### src/rtl/fir_ctrl.sv
// fir_ctrl: block status and per-sample schedule for the 11-tap FIR.
// Drives data/tap BRAM addressing, MAC control and AXIS handshakes.
module fir_ctrl #(
  parameter int pADDR_WIDTH = 12,
  parameter int pDATA_WIDTH = 32,
  parameter int Tape_Num    = 11
) (
  input  logic                   axis_clk,
  input  logic                   axis_rst_n,
  input  logic                   cfg_start,
  input  logic [pDATA_WIDTH-1:0] cfg_len,
  input  logic                   sts_rd,
  output logic                   ap_start,
  output logic                   ap_done,
  output logic                   ap_idle,
  input  logic                   ss_tvalid,
  input  logic                   ss_tlast,
  output logic                   ss_tready,
  input  logic                   sm_tready,
  output logic                   sm_tvalid,
  output logic                   sm_tlast,
  output logic [3:0]             data_WE,
  output logic                   data_EN,
  output logic [pADDR_WIDTH-1:0] data_A,
  output logic                   tap_EN,
  output logic [pADDR_WIDTH-1:0] tap_A,
  output logic                   data_sel,
  output logic                   mac_clr,
  output logic                   mac_en,
  output logic                   tap_busy,
  output logic                   tlast_err
);

  localparam int IW = $clog2(Tape_Num);
  localparam logic [IW-1:0] KLAST = IW'(Tape_Num - 1);
  localparam logic [IW-1:0] NTAP  = IW'(Tape_Num);

  typedef enum logic [2:0] {
    S_IDLE,
    S_CLEAR,
    S_IN,
    S_MAC,
    S_DRAIN,
    S_OUT,
    S_DONE
  } state_t;

  state_t state;
  state_t nxt;

  logic [IW-1:0]          k;
  logic [IW-1:0]          wptr;
  logic [IW-1:0]          rd_idx;
  logic [pDATA_WIDTH-1:0] cnt;
  logic [pDATA_WIDTH-1:0] len;
  logic                   mac_en_q;

  logic st_idle;
  logic st_clear;
  logic st_in;
  logic st_mac;
  logic st_drain;
  logic st_out;
  logic st_done;
  logic start_ok;
  logic last_smp;
  logic k_last;
  logic in_hs;
  logic out_hs;

  function automatic logic [pADDR_WIDTH-1:0] baddr(
    input logic [IW-1:0] idx
  );
    return pADDR_WIDTH'({idx, 2'b00});
  endfunction

  assign st_idle  = (state == S_IDLE);
  assign st_clear = (state == S_CLEAR);
  assign st_in    = (state == S_IN);
  assign st_mac   = (state == S_MAC);
  assign st_drain = (state == S_DRAIN);
  assign st_out   = (state == S_OUT);
  assign st_done  = (state == S_DONE);

  assign start_ok = cfg_start & ap_idle
                  & (st_idle | st_done);
  assign last_smp = ((cnt + pDATA_WIDTH'(1)) == len);
  assign k_last   = (k == KLAST);
  assign in_hs    = st_in & ss_tvalid;
  assign out_hs   = st_out & sm_tready;

  assign mac_en   = mac_en_q;
  assign tap_busy = st_clear | st_in | st_mac | st_drain;

  // Circular read index: newest sample minus tap, wrapped into 0..10.
  always_comb begin
    rd_idx = '0;
    if (wptr >= k) begin
      rd_idx = wptr - k;
    end else begin
      rd_idx = wptr + (NTAP - k);
    end
  end

  // State register.
  always_ff @(posedge axis_clk or negedge axis_rst_n) begin
    if (!axis_rst_n) begin
      state <= S_IDLE;
    end else begin
      state <= nxt;
    end
  end

  // Next-state logic.
  always_comb begin
    nxt = state;
    unique case (state)
      S_IDLE: begin
        if (start_ok) nxt = S_CLEAR;
      end
      S_CLEAR: begin
        if (k_last) begin
          nxt = (len == '0) ? S_DONE : S_IN;
        end
      end
      S_IN: begin
        if (ss_tvalid) nxt = S_MAC;
      end
      S_MAC: begin
        if (k_last) nxt = S_DRAIN;
      end
      S_DRAIN: begin
        nxt = S_OUT;
      end
      S_OUT: begin
        if (sm_tready) begin
          nxt = last_smp ? S_DONE : S_IN;
        end
      end
      S_DONE: begin
        nxt = start_ok ? S_CLEAR : S_IDLE;
      end
      default: begin
        nxt = S_IDLE;
      end
    endcase
  end

  // BRAM, MAC and stream controls decoded from the current state.
  always_comb begin
    ss_tready = 1'b0;
    sm_tvalid = 1'b0;
    sm_tlast  = 1'b0;
    data_WE   = 4'h0;
    data_EN   = 1'b0;
    data_A    = '0;
    tap_EN    = 1'b0;
    tap_A     = '0;
    data_sel  = 1'b0;
    mac_clr   = 1'b0;
    unique case (1'b1)
      st_clear: begin
        data_EN = 1'b1;
        data_WE = 4'hF;
        data_A  = baddr(k);
      end
      st_in: begin
        ss_tready = 1'b1;
        if (ss_tvalid) begin
          data_EN  = 1'b1;
          data_WE  = 4'hF;
          data_sel = 1'b1;
          data_A   = baddr(wptr);
          mac_clr  = 1'b1;
        end
      end
      st_mac: begin
        tap_EN  = 1'b1;
        tap_A   = baddr(k);
        data_EN = 1'b1;
        data_A  = baddr(rd_idx);
      end
      st_out: begin
        sm_tvalid = 1'b1;
        sm_tlast  = last_smp;
      end
      default: begin
      end
    endcase
  end

  // Tap/clear step counter, write pointer and sample count.
  always_ff @(posedge axis_clk or negedge axis_rst_n) begin
    if (!axis_rst_n) begin
      k    <= '0;
      wptr <= '0;
      cnt  <= '0;
      len  <= '0;
    end else begin
      if ((st_clear | st_mac) & ~k_last) begin
        k <= k + IW'(1);
      end else begin
        k <= '0;
      end
      if (start_ok) begin
        len  <= cfg_len;
        cnt  <= '0;
        wptr <= '0;
      end else if (out_hs) begin
        cnt  <= cnt + pDATA_WIDTH'(1);
        wptr <= (wptr == KLAST) ? '0 : wptr + IW'(1);
      end
    end
  end

  // Data arrives one cycle after its address, so accumulate one late.
  always_ff @(posedge axis_clk or negedge axis_rst_n) begin
    if (!axis_rst_n) begin
      mac_en_q <= 1'b0;
    end else begin
      mac_en_q <= st_mac;
    end
  end

  // Block status: start pulse, sticky done, idle.
  always_ff @(posedge axis_clk or negedge axis_rst_n) begin
    if (!axis_rst_n) begin
      ap_start <= 1'b0;
      ap_done  <= 1'b0;
      ap_idle  <= 1'b1;
    end else if (start_ok) begin
      ap_start <= 1'b1;
      ap_done  <= 1'b0;
      ap_idle  <= 1'b0;
    end else begin
      ap_start <= 1'b0;
      if ((nxt == S_DONE) && !st_done) begin
        ap_done <= 1'b1;
        ap_idle <= 1'b1;
      end else if (sts_rd && ap_done) begin
        ap_done <= 1'b0;
      end
    end
  end

  // Sticky flag when ss_tlast disagrees with the programmed length.
  always_ff @(posedge axis_clk or negedge axis_rst_n) begin
    if (!axis_rst_n) begin
      tlast_err <= 1'b0;
    end else if (start_ok) begin
      tlast_err <= 1'b0;
    end else if (in_hs && (ss_tlast != last_smp)) begin
      tlast_err <= 1'b1;
    end
  end

endmodule

### config.mk
export PLATFORM = sky130hd
export DESIGN_NAME = fir_ctrl
export DESIGN_NICKNAME = d
export VERILOG_FILES = /design/src/rtl/fir_ctrl.sv
export SDC_FILE = /design/constraint.sdc
export NUM_CORES = 1
export LEC_CHECK = 0
export BUFFER_PORTS_ARGS = -buffer_cell sky130_fd_sc_hd__buf_4
export CORE_ASPECT_RATIO = 1.5
export CORE_UTILIZATION = 45
export CTS_BUF_LIST = sky130_fd_sc_hd__clkbuf_4
export DETAILED_ROUTE_END_ITERATION = 6
export PLACE_DENSITY = 0.67
export SLEW_MARGIN = 10
export SYNTH_ARGS = -nofsm -noshare
export SYNTH_HDL_FRONTEND = slang
export SYNTH_SLANG_ARGS = --single-unit
### constraint.sdc
create_clock -name axis_clk -period 3.5 [get_ports axis_clk]
set_clock_uncertainty 0.15 [all_clocks]
set_input_delay 1.05 -clock axis_clk [delete_from_list [all_inputs] [get_ports axis_clk]]
set_output_delay 1.05 -clock axis_clk [all_outputs]
set_load 0.005 [all_outputs]
# Word level (Yosys, flattened, before mapping)
# Index checks and enable logic that the tools add are counted.
[totals]
output_inout_bits = 41
regBits = 80
mem_bits_rw = 0
mem_bits_ro = 0
latch_bits = 0
n_memories = 0
wordCells = 86
in_bits = 39
[op_classes]
mux = 36
shift = 0
order_cmp = 1
n_addsub = 6
mul = 0
n_bitwise = 11
n_reduce_logical = 11
eq_ne = 11
n_div = 0
[op_table]
columns = ["cell", "count"]
rows = [
  ["$mux 32", 2],
  ["$add 32x1->32 const B", 1],
  ["$eq 32x32->1", 1],
  ["$logic_not 32->1", 1],
  ["$mux 4", 6],
  ["$mux 3", 7],
  ["$pmux 3 s7", 1],
  ["$pmux 6 s3", 1],
  ["$mux 1", 15],
  ["$eq 3x3->1 const B", 4],
  ["$mux 6", 2],
  ["$add 4x1->4 const B", 2],
  ["$eq 4x4->1 const B", 2],
  ["$pmux 4 s2", 1],
  ["$eq 3x2->1 const B", 2],
  ["$reduce_bool 2->1", 3],
  ["$and 1x1->1", 5],
  ["$or 1x1->1", 5],
  ["$add 4x4->4", 1],
  ["$ge 4x4->1", 1],
  ["$sub 4x4->4", 1],
  ["$sub 4x4->4 const A", 1],
  ["$eq 3x1->1 const B", 1],
  ["$logic_and 1x1->1", 3],
  ["other kinds (7)", 7],
]

# Longest topological paths before layout
[logic_depth]
ltp_word = 9
ltp_mapped = 13
mapped_depth_nobuf = 12

# Worst setup path before layout
# No wires, ideal clock.
[synth_timing]
kind = "flip-flop to output port"
start = "reg wptr[0]"
end = "out data_A[5]"
required_time_ps = 2300
path_slack_ps = -213
arrival_ps = 2513
stages_incl_launch_ff = 14
n_path_buf = 1
cell_sequence = "dfrtp_1 > clkbuf_1 > inv_1 > ha_1 > inv_1 > fa_1 > a21o_1 > a21o_1 > a21oi_1 > mux2i_1 > xor2_1 > nand2_1 > o21ai_0 > a22o_1"
[synth_between]
elab_chain_cells = 3
elab_cells_between_ends = 5
cone_classes = "2 x add/sub; 1 x order compare; 2 x mux"
[synth_lines]
columns = ["item", "line", "text"]
rows = [
  ["from (decl)", "52", "logic [IW-1:0] wptr;"],
  ["from (signal assigned)", "211", "wptr <= (wptr == KLAST) ? '0 : wptr + IW'(1);"],
  ["$add 4x4->4, or another cell as far along", "101", "rd_idx = wptr + (NTAP - k);"],
  ["$mux 4 *", "98", "if (wptr >= k) begin"],
  ["$pmux 6 s3 *", "161", "unique case (1'b1)"],
  ["to (decl)", "24", "output logic [pADDR_WIDTH-1:0] data_A,"],
]
# Every way passes the cells marked *; elsewhere a longest branch is shown, timed or not.

# Worst setup path in the final report
[layout_timing]
start = "reg cnt[13]"
end = "out sm_tlast"
[layout_between]
elab_chain_cells = 3
[layout_lines]
columns = ["item", "line", "text"]
rows = [
  ["from (decl)", "54", "logic [pDATA_WIDTH-1:0] cnt;"],
  ["from (signal assigned)", "210", "cnt <= cnt + pDATA_WIDTH'(1);"],
  ["$add 32x1->32", "87", "assign last_smp = ((cnt + pDATA_WIDTH'(1)) == len);"],
  ["$eq 32x32->1", "87", ""],
  ["$mux 1", "161", ""],
  ["to (decl)", "21", "output logic sm_tlast,"],
]
# Every way passes these cells.

==> flow_summary_export.csv <==
group,metric,value,unit
logic_synthesis,avgSynthCellArea,8.17,um2
logic_synthesis,yosys.area_share.simple,0.280,
cts,clk_latency,0.47,ns
timing,hold_violations,0,
pwr,p_per_area,206,mW/mm2
floorplanning,ios,80,
place,hpwl,12100,um
grt,grt_pass1_wl,27500,um
finish,multi_input_area,0.00330,mm2
timing,hold_slack,0.342,ns
timing,slew_violations,0,
status,status,"finished, violations left",
cts,root_buffer,"clkbuf_4",
detailed_routing,firstDrtPassIters,5,
cts,cts.sinks,80,
timing,grt_setup_unrepaired,"true",
grt,antenna_found_initial,1,
worst_setup_path,cp_num_buf_inv,3,
logic_synthesis,yosysUniqueCellTypes,65,
run,maxCapViolCount,0,
detailed_routing,vias,5373,
cts,cts.clk_slew.worst_paths,0.13,ns
cts,cts_buffers,9,
finish,synthToLayoutAreaGrowth,33.3,%
place,place_area,0.00659,mm2
finish,final_util,0.619,
logic_synthesis,synth-seq-area-share,0.374,
cts,clock_path_buffers,2,
grt,grt_max_degree,81,
detailed_routing,wl_met3,542,um
detailed_routing,wirelength,16600,um
logic_synthesis,synth_ff_type,"dfrtp_1",
timing,fin_crit_sh,1.17,
logic_synthesis,synth-xor-area-share,0.0933,
logic_synthesis,yosys-mux-area-fraction,0.00772,
finish,layout_common_cells,"buf_4, nand2_1, dfrtp_1",
finish,drive_gt1_frac,0.321,
floorplanning,die_width,91.0,um
logic_synthesis,ys_ff_latch,80,
finish,final_common_cell,"buf_4",
timing,max_slew.worst_pin.slew,0.715,ns
worst_setup_path,worst_setup_path_start_kind,"flop",
worst_setup_path,cpPeakStageDelay,0.44,ns
timing,fmax,0.244,GHz
timing,period_minus_slack,4.10,ns
worst_setup_path,crit_start,"cnt[13]",
logic_synthesis,syn-cell-area,0.00535,mm2
pwr,leakagePower,3.38,nW
detailed_routing,route.detailed.drc,0,
worst_setup_path,endpoint,"sm_tlast",
worst_setup_path,worst-path-stages,10,
timing,setup_slack,-0.597,ns
detailed_routing,routed_via_density,5.53,
worst_setup_path,reg2reg_from,"cnt[13]",
floorplanning,dieArea,0.0123,mm2
pwr,ir_drop,0.194,mV
logic_synthesis,synth_compound_area_frac,0.141,
detailed_routing,met1_length,6440,um
cts,tritoncts,"done",
floorplanning,design.core.area,0.0115,mm2
floorplanning,fp-row-count,48,
timing,report.final.setup_viol,5,
place,io_buffers,63,
finish,fin_area,0.00713,mm2
worst_setup_path,crit_chain,"nand4_1 > buf_4 > nor4_4 > buf_4 > nand4_1 > xnor2_1 > nand4_1 > nor4_4 > and2_1 > buf_4",
logic_synthesis,synth_top_family_by_area,"simple AND/OR/NAND/NOR gates",
worst_setup_path,rr_worst_depth,11,
finish,num-nets-final,867,
finish,n_fill_cell,1044,
worst_setup_path,cp.arrival,2.90,ns
status,violations,"setup timing",
grt,grt_usage,0.284,
worst_setup_path,crit_slowest_cell,"dfrtp_1",
logic_synthesis,synth-warning-count,0,
logic_synthesis,netlist_instances,655,
finish,regArea,0.00201,mm2
detailed_routing,wl_per_cell,17.1,um
worst_setup_path,cp-end-kind,"primary output",
worst_setup_path,cp_max_fo,4,
worst_setup_path,required,2.30,ns
detailed_routing,ant_nets,0,
worst_setup_path,r2r-end,"ap_done",
detailed_routing,drt-initial-drc-count,268,
worst_hold_path,hp-class,"reg -> reg",
cts,ctsHtreeMaxLevel,3,
floorplanning,start_util,0.464,
place,place_congestion,0.971,
logic_synthesis,synth-edff-count,0,
detailed_routing,dr_wl_met2,8690,um
grt,grt-ovfl-total,0,
grt,grt_pass1_vias,5481,
worst_setup_path,cpLargestDelayFamily,"simple AND/OR/NAND/NOR gates",
detailed_routing,top_layer_used,"met4",
worst_setup_path,worstSetupPathType,"reg -> out",
logic_synthesis,async_flop_share,1.00,
worst_setup_path,r2r_setup_slack,0.64,ns
timing,relSlewSlack,0.519,
floorplanning,die_h,136,um
logic_synthesis,synthAdderAreaFrac,0.0346,
## synthesized netlist by cell type, types with 2 or more instances
library cell	number	share of area
or3_1	2	0.0023
buf_4	22	0.031
inv_1	15	0.011
nand3_2	2	0.0037
buf_2	8	0.0075
nor3_1	8	0.0075
a22o_1	2	0.0033
and3_1	4	0.0047
fa_1	3	0.011
and4_1	3	0.0049
a21o_1	4	0.0056
nand2_1	141	0.099
nor3b_1	2	0.0028
a211oi_1	2	0.0028
nand4_1	22	0.026
ha_1	10	0.023
nand4b_1	2	0.0033
or4_1	4	0.0056
a311oi_1	2	0.0033
dfrtp_1	79	0.37
clkbuf_1	22	0.015
nor4_2	4	0.0094
nand3_1	22	0.021
nor2_1	43	0.030
a31oi_1	5	0.0058
o22ai_1	2	0.0023
o41ai_1	5	0.0082
mux2i_1	3	0.0056
nor2b_1	8	0.0094
or2_2	3	0.0035
xor2_1	17	0.028
o21ai_1	2	0.0019
o31ai_1	10	0.014
nand3b_1	3	0.0042
o21ai_0	54	0.051
a21oi_1	21	0.020
xnor2_1	40	0.065
o211ai_1	4	0.0056
buf_1	4	0.0028
nor4_1	15	0.018
and2_1	7	0.0082
## timing repair
action / CTS / global route
endpoints found under the hold margin: 0 / 0
endpoints found under the setup margin: 5 / 5
pin swaps: 30 / 16
gates resized for setup: 43 / 19
setup buffers: 15 / 9
hold buffers: 0 / 0
## sequential cells by signal, summed over array words and instances (netlist names), 3 cells and up
signal  cells
wptr        4
len        32
k           4
cnt        32
state       3
## worst min-delay path: stages, from the launching register on
cell,delay [ns]
dfstp_2,0.40
nand2_1,0.05
o21ai_1,0.05
## logic make-up after synthesis
| family | after synthesis |
|---|---|
| AND/OR/NAND/NOR | 304 |
| AO/OA/AOI/OAI | 124 |
| flip-flops | 80 |
| buffers and inverters | 72 |
| XOR/XNOR | 57 |
| adder cells (fa/ha/maj) | 13 |
| multiplexers | 4 |
| other | 1 |
## where the power goes
part           leakage (nW)  total [mW]  switching (mW)  internal, mW
combinational          2.24      0.0591          0.0293        0.0298
sequential             1.09       0.924               0         0.924
clock                0.0558       0.487           0.339         0.148
total                  3.38        1.47           0.368          1.10
## worst min-delay path by stage
stage	from	to	slack, ns	cells after the start
CTS	ap_idle	ap_idle	0.34	2
global route	ap_idle	ap_idle	0.36	2
global placement	ap_idle	ap_idle	0.32	2
floorplan	ap_idle	ap_idle	0.31	2
finish	ap_idle	ap_idle	0.34	2
detailed placement	ap_idle	ap_idle	0.32	2
## layer usage
metal  track usage  vias to the layer above
li1              -                     2574
met1         0.322                     2574
met2         0.506                      160
met3        0.0314                       65
met4         0.180                        0
met5             0                        -
## final cells by class
| type | count | share of cell area |
|---|---|---|
| multi-input cells | 518 | 0.463 |
| clock buffers | 10 | 0.0105 |
| repair buffers | 190 | 0.205 |
| inverters | 16 | 0.00842 |
| clock inverters | 6 | 0.00509 |
| diodes | 1 | 0.000351 |
| well taps | 150 | 0.0263 |
| flip-flops and latches | 80 | 0.282 |
## per-stage QoR
stage / std cells / setup WS [ns] / TNS [ns] / power (mW)
floorplan: 670 / 0.0318 / 0 / 0.960
global placement: 933 / -0.119 / -0.131 / 1.00
detailed placement: 933 / -0.285 / -0.313 / 1.00
CTS: 962 / -0.579 / -2.10 / 1.48
global route: 971 / -0.728 / -2.61 / 1.52
finish: 971 / -0.597 / -1.96 / 1.47
(Power assumes the default switching activity.)
